[config.mk]
export PLATFORM = sky130hd
export DESIGN_NAME = object_mask_encoder_flat
export DESIGN_NICKNAME = d
export VERILOG_FILES = /design/src/rtl/object_mask_encoder_if.sv /design/src/rtl/object_mask_encoder.sv /design/src/flat_wrapper.sv
export SDC_FILE = /design/constraint.sdc
export NUM_CORES = 1
export LEC_CHECK = 0
export CELL_PAD_IN_SITES_DETAIL_PLACEMENT = 1
export CELL_PAD_IN_SITES_GLOBAL_PLACEMENT = 2
export CORE_ASPECT_RATIO = 2
export CORE_MARGIN = 2
export CORE_UTILIZATION = 31
export CTS_BUF_LIST = sky130_fd_sc_hd__clkbuf_4
export CTS_CLUSTER_SIZE = 24
export DETAILED_ROUTE_END_ITERATION = 8
export HOLD_SLACK_MARGIN = 0.1
export PLACE_DENSITY = 0.88
export SETUP_SLACK_MARGIN = 0.05
export SYNTH_ARGS = -nofsm -noshare
export SYNTH_HDL_FRONTEND = slang
export SYNTH_SLANG_ARGS = --single-unit
[constraint.sdc]
create_clock -name clock -period 3 [get_ports clock]
set_input_delay 0.45 -clock clock [delete_from_list [all_inputs] [get_ports clock]]
set_output_delay 0.45 -clock clock [all_outputs]
set_load 0.02 [all_outputs]
[src/rtl/object_mask_encoder_if.sv]
// Command/mask bundle between the game-object sequencers (master) and
// the object mask encoder (slave).
interface object_mask_encoder_if #(
    parameter int XW = 160,
    parameter int YW = 120,
    parameter int SW = 4
);
    logic          cmd_valid;
    logic          cmd_ready;
    logic          cmd_clear;
    logic [7:0]    cmd_x;
    logic [6:0]    cmd_y;
    logic [SW-1:0] cmd_w;
    logic [SW-1:0] cmd_h;
    logic [XW-1:0] mask_x;
    logic [YW-1:0] mask_y;
    logic          mask_valid;
    logic [7:0]    obj_count;

    modport master (
        output cmd_valid, cmd_clear, cmd_x, cmd_y, cmd_w, cmd_h,
        input  cmd_ready, mask_x, mask_y, mask_valid, obj_count
    );

    modport slave (
        input  cmd_valid, cmd_clear, cmd_x, cmd_y, cmd_w, cmd_h,
        output cmd_ready, mask_x, mask_y, mask_valid, obj_count
    );
endinterface

[src/rtl/object_mask_encoder.sv]
// Accumulates per-object column/row spans into X/Y masks, one position
// per cycle, for the collision checker.
module object_mask_encoder #(
    parameter int XW = 160,
    parameter int YW = 120,
    parameter int SW = 4
) (
    input  logic                  clock,
    input  logic                  reset,
    object_mask_encoder_if.slave  bus
);
    localparam logic [0:0] IDLE = 1'b0;
    localparam logic [0:0] FILL = 1'b1;

    localparam int XI = $clog2(XW);
    localparam int YI = $clog2(YW);
    localparam logic [8:0] X_LIM = 9'(XW);
    localparam logic [8:0] Y_LIM = 9'(YW);

    logic [0:0]    state;
    logic [7:0]    x_q;
    logic [6:0]    y_q;
    logic [SW-1:0] w_q;
    logic [SW-1:0] h_q;
    logic [SW-1:0] k_q;
    logic [SW-1:0] kmax_q;
    logic [XW-1:0] mask_x_q;
    logic [YW-1:0] mask_y_q;
    logic [7:0]    count_q;
    logic [8:0]    pos_x;
    logic [8:0]    pos_y;
    logic          accept;

    assign accept = bus.cmd_valid && (state == IDLE);

    // 9-bit sums so positions past the screen edge are seen and dropped.
    assign pos_x = {1'b0, x_q} + 9'(k_q);
    assign pos_y = {2'b00, y_q} + 9'(k_q);

    always_ff @(posedge clock) begin
        if (reset) begin
            state    <= IDLE;
            x_q      <= '0;
            y_q      <= '0;
            w_q      <= '0;
            h_q      <= '0;
            k_q      <= '0;
            kmax_q   <= '0;
            mask_x_q <= '0;
            mask_y_q <= '0;
            count_q  <= '0;
        end else begin
            case (state)
                IDLE: begin
                    if (accept) begin
                        if (bus.cmd_clear) begin
                            mask_x_q <= '0;
                            mask_y_q <= '0;
                            count_q  <= '0;
                        end else begin
                            x_q    <= bus.cmd_x;
                            y_q    <= bus.cmd_y;
                            w_q    <= bus.cmd_w;
                            h_q    <= bus.cmd_h;
                            k_q    <= '0;
                            kmax_q <= (bus.cmd_w > bus.cmd_h) ? bus.cmd_w : bus.cmd_h;
                            state  <= FILL;
                        end
                    end
                end
                FILL: begin
                    if ((k_q <= w_q) && (pos_x < X_LIM))
                        mask_x_q[pos_x[XI-1:0]] <= 1'b1;
                    if ((k_q <= h_q) && (pos_y < Y_LIM))
                        mask_y_q[pos_y[YI-1:0]] <= 1'b1;
                    if (k_q == kmax_q) begin
                        state <= IDLE;
                        if (count_q != 8'hFF)
                            count_q <= count_q + 8'd1;
                    end else begin
                        k_q <= k_q + SW'(1);
                    end
                end
                default: state <= IDLE;
            endcase
        end
    end

    assign bus.cmd_ready  = (state == IDLE);
    assign bus.mask_valid = (state == IDLE);
    assign bus.mask_x     = mask_x_q;
    assign bus.mask_y     = mask_y_q;
    assign bus.obj_count  = count_q;
endmodule

[src/flat_wrapper.sv]
// flat-port wrapper written by rule: the top's interface ports become plain ports
module object_mask_encoder_flat 
#(
    parameter int XW = 160,
    parameter int YW = 120,
    parameter int SW = 4
)
  (clock, reset, bus_cmd_valid, bus_cmd_clear, bus_cmd_x, bus_cmd_y, bus_cmd_w, bus_cmd_h, bus_cmd_ready, bus_mask_x, bus_mask_y, bus_mask_valid, bus_obj_count);
  object_mask_encoder_if #(.XW(XW), .YW(YW), .SW(SW)) bus_i ();
  input  logic clock;
  input  logic reset;
  input wire logic [$bits(bus_i.cmd_valid)-1:0] bus_cmd_valid;
  input wire logic [$bits(bus_i.cmd_clear)-1:0] bus_cmd_clear;
  input wire logic [$bits(bus_i.cmd_x)-1:0] bus_cmd_x;
  input wire logic [$bits(bus_i.cmd_y)-1:0] bus_cmd_y;
  input wire logic [$bits(bus_i.cmd_w)-1:0] bus_cmd_w;
  input wire logic [$bits(bus_i.cmd_h)-1:0] bus_cmd_h;
  output wire logic [$bits(bus_i.cmd_ready)-1:0] bus_cmd_ready;
  output wire logic [$bits(bus_i.mask_x)-1:0] bus_mask_x;
  output wire logic [$bits(bus_i.mask_y)-1:0] bus_mask_y;
  output wire logic [$bits(bus_i.mask_valid)-1:0] bus_mask_valid;
  output wire logic [$bits(bus_i.obj_count)-1:0] bus_obj_count;
  assign bus_i.cmd_valid = bus_cmd_valid;
  assign bus_i.cmd_clear = bus_cmd_clear;
  assign bus_i.cmd_x = bus_cmd_x;
  assign bus_i.cmd_y = bus_cmd_y;
  assign bus_i.cmd_w = bus_cmd_w;
  assign bus_i.cmd_h = bus_cmd_h;
  assign bus_cmd_ready = bus_i.cmd_ready;
  assign bus_mask_x = bus_i.mask_x;
  assign bus_mask_y = bus_i.mask_y;
  assign bus_mask_valid = bus_i.mask_valid;
  assign bus_obj_count = bus_i.obj_count;
  object_mask_encoder #(.XW(XW), .YW(YW), .SW(SW)) u_core (.clock(clock), .reset(reset), .bus(bus_i));
endmodule
==> results.toml <==
[sta]
drv_slew = 0
rsz0062_at_grt = "false"
worst_pin_slew_ns = 1.28
final_hold_viol_count = 0
max-slew-margin-rel_pct = 14.2
period_share_pct = 92.8
period_minus_slack_ns = 2.78
fmax_mhz = 359
setup_viol = 0
setup_slack_ns = 0.215
fin_skew_ns = 0.0330

[layout]
nNetsFinal = 1591
drive_gt1_share_pct = 13.4
final_util_pct = 44.2
fill_cells = 4232
multi_input_area_um2 = 4990
fin_area_um2 = 16700
syn_to_final_growth_pct = 41.1
seq_area_um2 = 6410

[synth]
avgSynthCellArea_um2 = 10.1
synth_ff_type = "dfxtp_1"
async_flop_share_pct = 0
synth_commonest_cells = "320 x dfxtp_1, 191 x nand2_1, 112 x a32o_1"
yosysMostFrequentCell = "dfxtp_1"
synth_area_leader_cell = "dfxtp_1"
ys_seq_area_share_pct = 54.1
yosys-top-cells-area = "dfxtp_1 54%, a32o_1 9.5%, nand2_1 6.1%, a22o_1 4.6%, o21ai_0 4.5%"
synthesis.area_um2 = 11800
synth_seq_cells = 320
synth_warnings = 0
syn_nets = 1226
netlist.area_leader.share_pct = 54.1
synth_edf_count = 0
syn_inst = 1175
synth.distinct_cells = 65

[placement]
placed_area_um2 = 15600
preCtsSetupSlack_ns = -0.0809
place_congestion = 0.869
numPortBuffers = 316
place_hpwl_mm = 33.0

[drt]
drt_iter0_markers = 648
routed_wl_mm = 44.2
firstDrtPassIters = 5
via_per_inst = 5.21
vias = 10753
ant_nets = 0
avgRoutedWirePerCell_um = 21.4
drcViolationCount = 0

[die]
dieArea_um2 = 39900
die_w_um = 142
rows = 101
die_y_um = 280
coreArea_um2 = 37800
num_io_pins = 317
initial_core_util_pct = 31.3

[global_route]
gr-usage-met3_pct = 3.60
top_usage_layer = "met2"
grt_pass1_wl_mm = 65.8
grt_usage_pct = 21.8
grt-ovfl-total = 0
grt_pass1_vias = 11232
grt_use_met1_pct = 19.9
grtUsageMet2_pct = 43.6
antenna_found_initial = 3
grt_max_degree = 130

[critical_path]
rr_startpoint = "u_core.k_q[0]"
path_buf_inv = 3
critPathRequiredTime_ns = 3.65
criticalPathCategory = "reg2reg"
path_common_cell = "buf_4"
crit_chain = "ha_1 -> inv_1 -> fa_1 -> buf_4 -> xor2_1 -> buf_4 -> nand4_1 -> nor2_1 -> a32o_1"
crit_fanout = 7
crit_family = "simple AND/OR/NAND/NOR gates"
cp-end-kind = "flip-flop"
cp_slowest_cell = "nor2_1"
max_stage_delay_ns = 0.73
cp-start-kind = "flip-flop"
worstPathArrival_ns = 3.44
startpoint = "u_core.k_q[0]"

[outcome]
status = "finished clean"

[clock_tree]
clk_pin_slew_ns = 0.07
clk-insertion-delay-late_ns = 0.73
cts_made_buffers = 75
root_buffer = "clkbuf_4"
tritoncts = "done"
clockBufferDepth = 3
cts_hold_buf = 0
clock-sinks = 320
h-tree-depth = 3

[power]
power_density_nw_per_um2 = 514
p_total_mw = 8.60
p_leak_nw = 5.96
peakVddDrop_v = 0.000197

[worst_hold_path]
hold_class = "in2reg"
min_from = "bus_cmd_y[1]"

[flow_run]
max-cap-violations = 0
-- worst reg2reg max path: stages (launching register included) --
cell and delay (ns):
dfxtp_1 0.38, ha_1 0.19, inv_1 0.07, fa_1 0.44
buf_4 0.17, xor2_1 0.20, buf_4 0.15, nand4_1 0.12
nor2_1 0.73, a32o_1 0.27
-- worst paths after layout --
path	endpoint	slack [ns]	cells past startpoint
setup reg to reg	u_core.bus.mask_x[113]	0.22	9
setup / recovery	u_core.bus.mask_x[113]	0.22	9
hold reg to reg	u_core.bus.mask_x[76]	0.45	2
hold / removal	u_core.y_q[1]	0.27	3
-- layout make-up --
type / count / share of cell area (%)
diodes: 4 / 0.0599
multi-input cells: 747 / 29.9
inverters: 24 / 0.539
clock inverters: 25 / 1.06
clock buffers: 108 / 4.85
well taps: 463 / 3.47
repair buffers: 372 / 21.8
flip-flops and latches: 320 / 38.3
-- cell families after synthesis --
family	count (synthesis)	synth area share, %
AO/OA/AOI/OAI	362	23.8
flip-flops	320	54.1
AND/OR/NAND/NOR	332	12.8
buffers and inverters	108	4.16
multiplexers	6	0.518
adder cells (fa/ha/maj)	24	2.66
XOR/XNOR	23	1.92
-- per-stage QoR --
stage / instances / setup TNS (ns) / hold WS (ns)
CTS: 2056 / 0 / 0.201
detailed placement: 1920 / -0.361 / 0.443
finish: 2063 / 0 / 0.270
global placement: 1920 / -0.00516 / 0.434
floorplan: 1175 / 0 / 0.436
global route: 2063 / 0 / 0.253
-- cell usage in the layout, fill, tap and decap left out, types with 23 or more instances in the layout --
| cell type | synthesis | routed |
|---|---|---|
| inv_1 | 23 | 23 |
| clkbuf_4 | 0 | 108 |
| a21oi_1 | 33 | 33 |
| nand2_1 | 191 | 190 |
| a32o_1 | 112 | 112 |
| nor2_1 | 52 | 51 |
| o21ai_0 | 106 | 106 |
| buf_4 | 3 | 51 |
| a22o_1 | 62 | 62 |
| dfxtp_1 | 320 | 320 |
| clkdlybuf4s50_1 | 0 | 316 |
-- state kept, by name, summed over array words and instances (netlist names) --
register	count
u_core.bus.mask_x	160
u_core.k_q	4
u_core.w_q	4
u_core.state	1
u_core.y_q	7
u_core.x_q	8
u_core.h_q	4
u_core.bus.mask_y	120
u_core.bus.obj_count	8
u_core.kmax_q	4
-- power by group --
part | total (mW) | internal [mW] | switching (mW)
registers | 4.30 | 4.27 | 0.0249
logic | 0.614 | 0.188 | 0.426
clock network | 3.68 | 1.92 | 1.76
total | 8.60 | 6.38 | 2.22
-- what timing repair did --
item | in CTS | in global routing
endpoints found under the setup margin | 43 | 121
resized for setup | 2 | 9
pin swaps | 2 | 2
buffers inserted | 3 | 3
-- routing by layer --
metal  vias up  wire (um)  share of wire, %
li1       5040          -                 -
met1      5273      14600                33
met2       331      25500                58
met3       109       1660               3.8
met4         0       2360               5.3
met5         -          0                 0
Power figures use the tool's default switching activity.
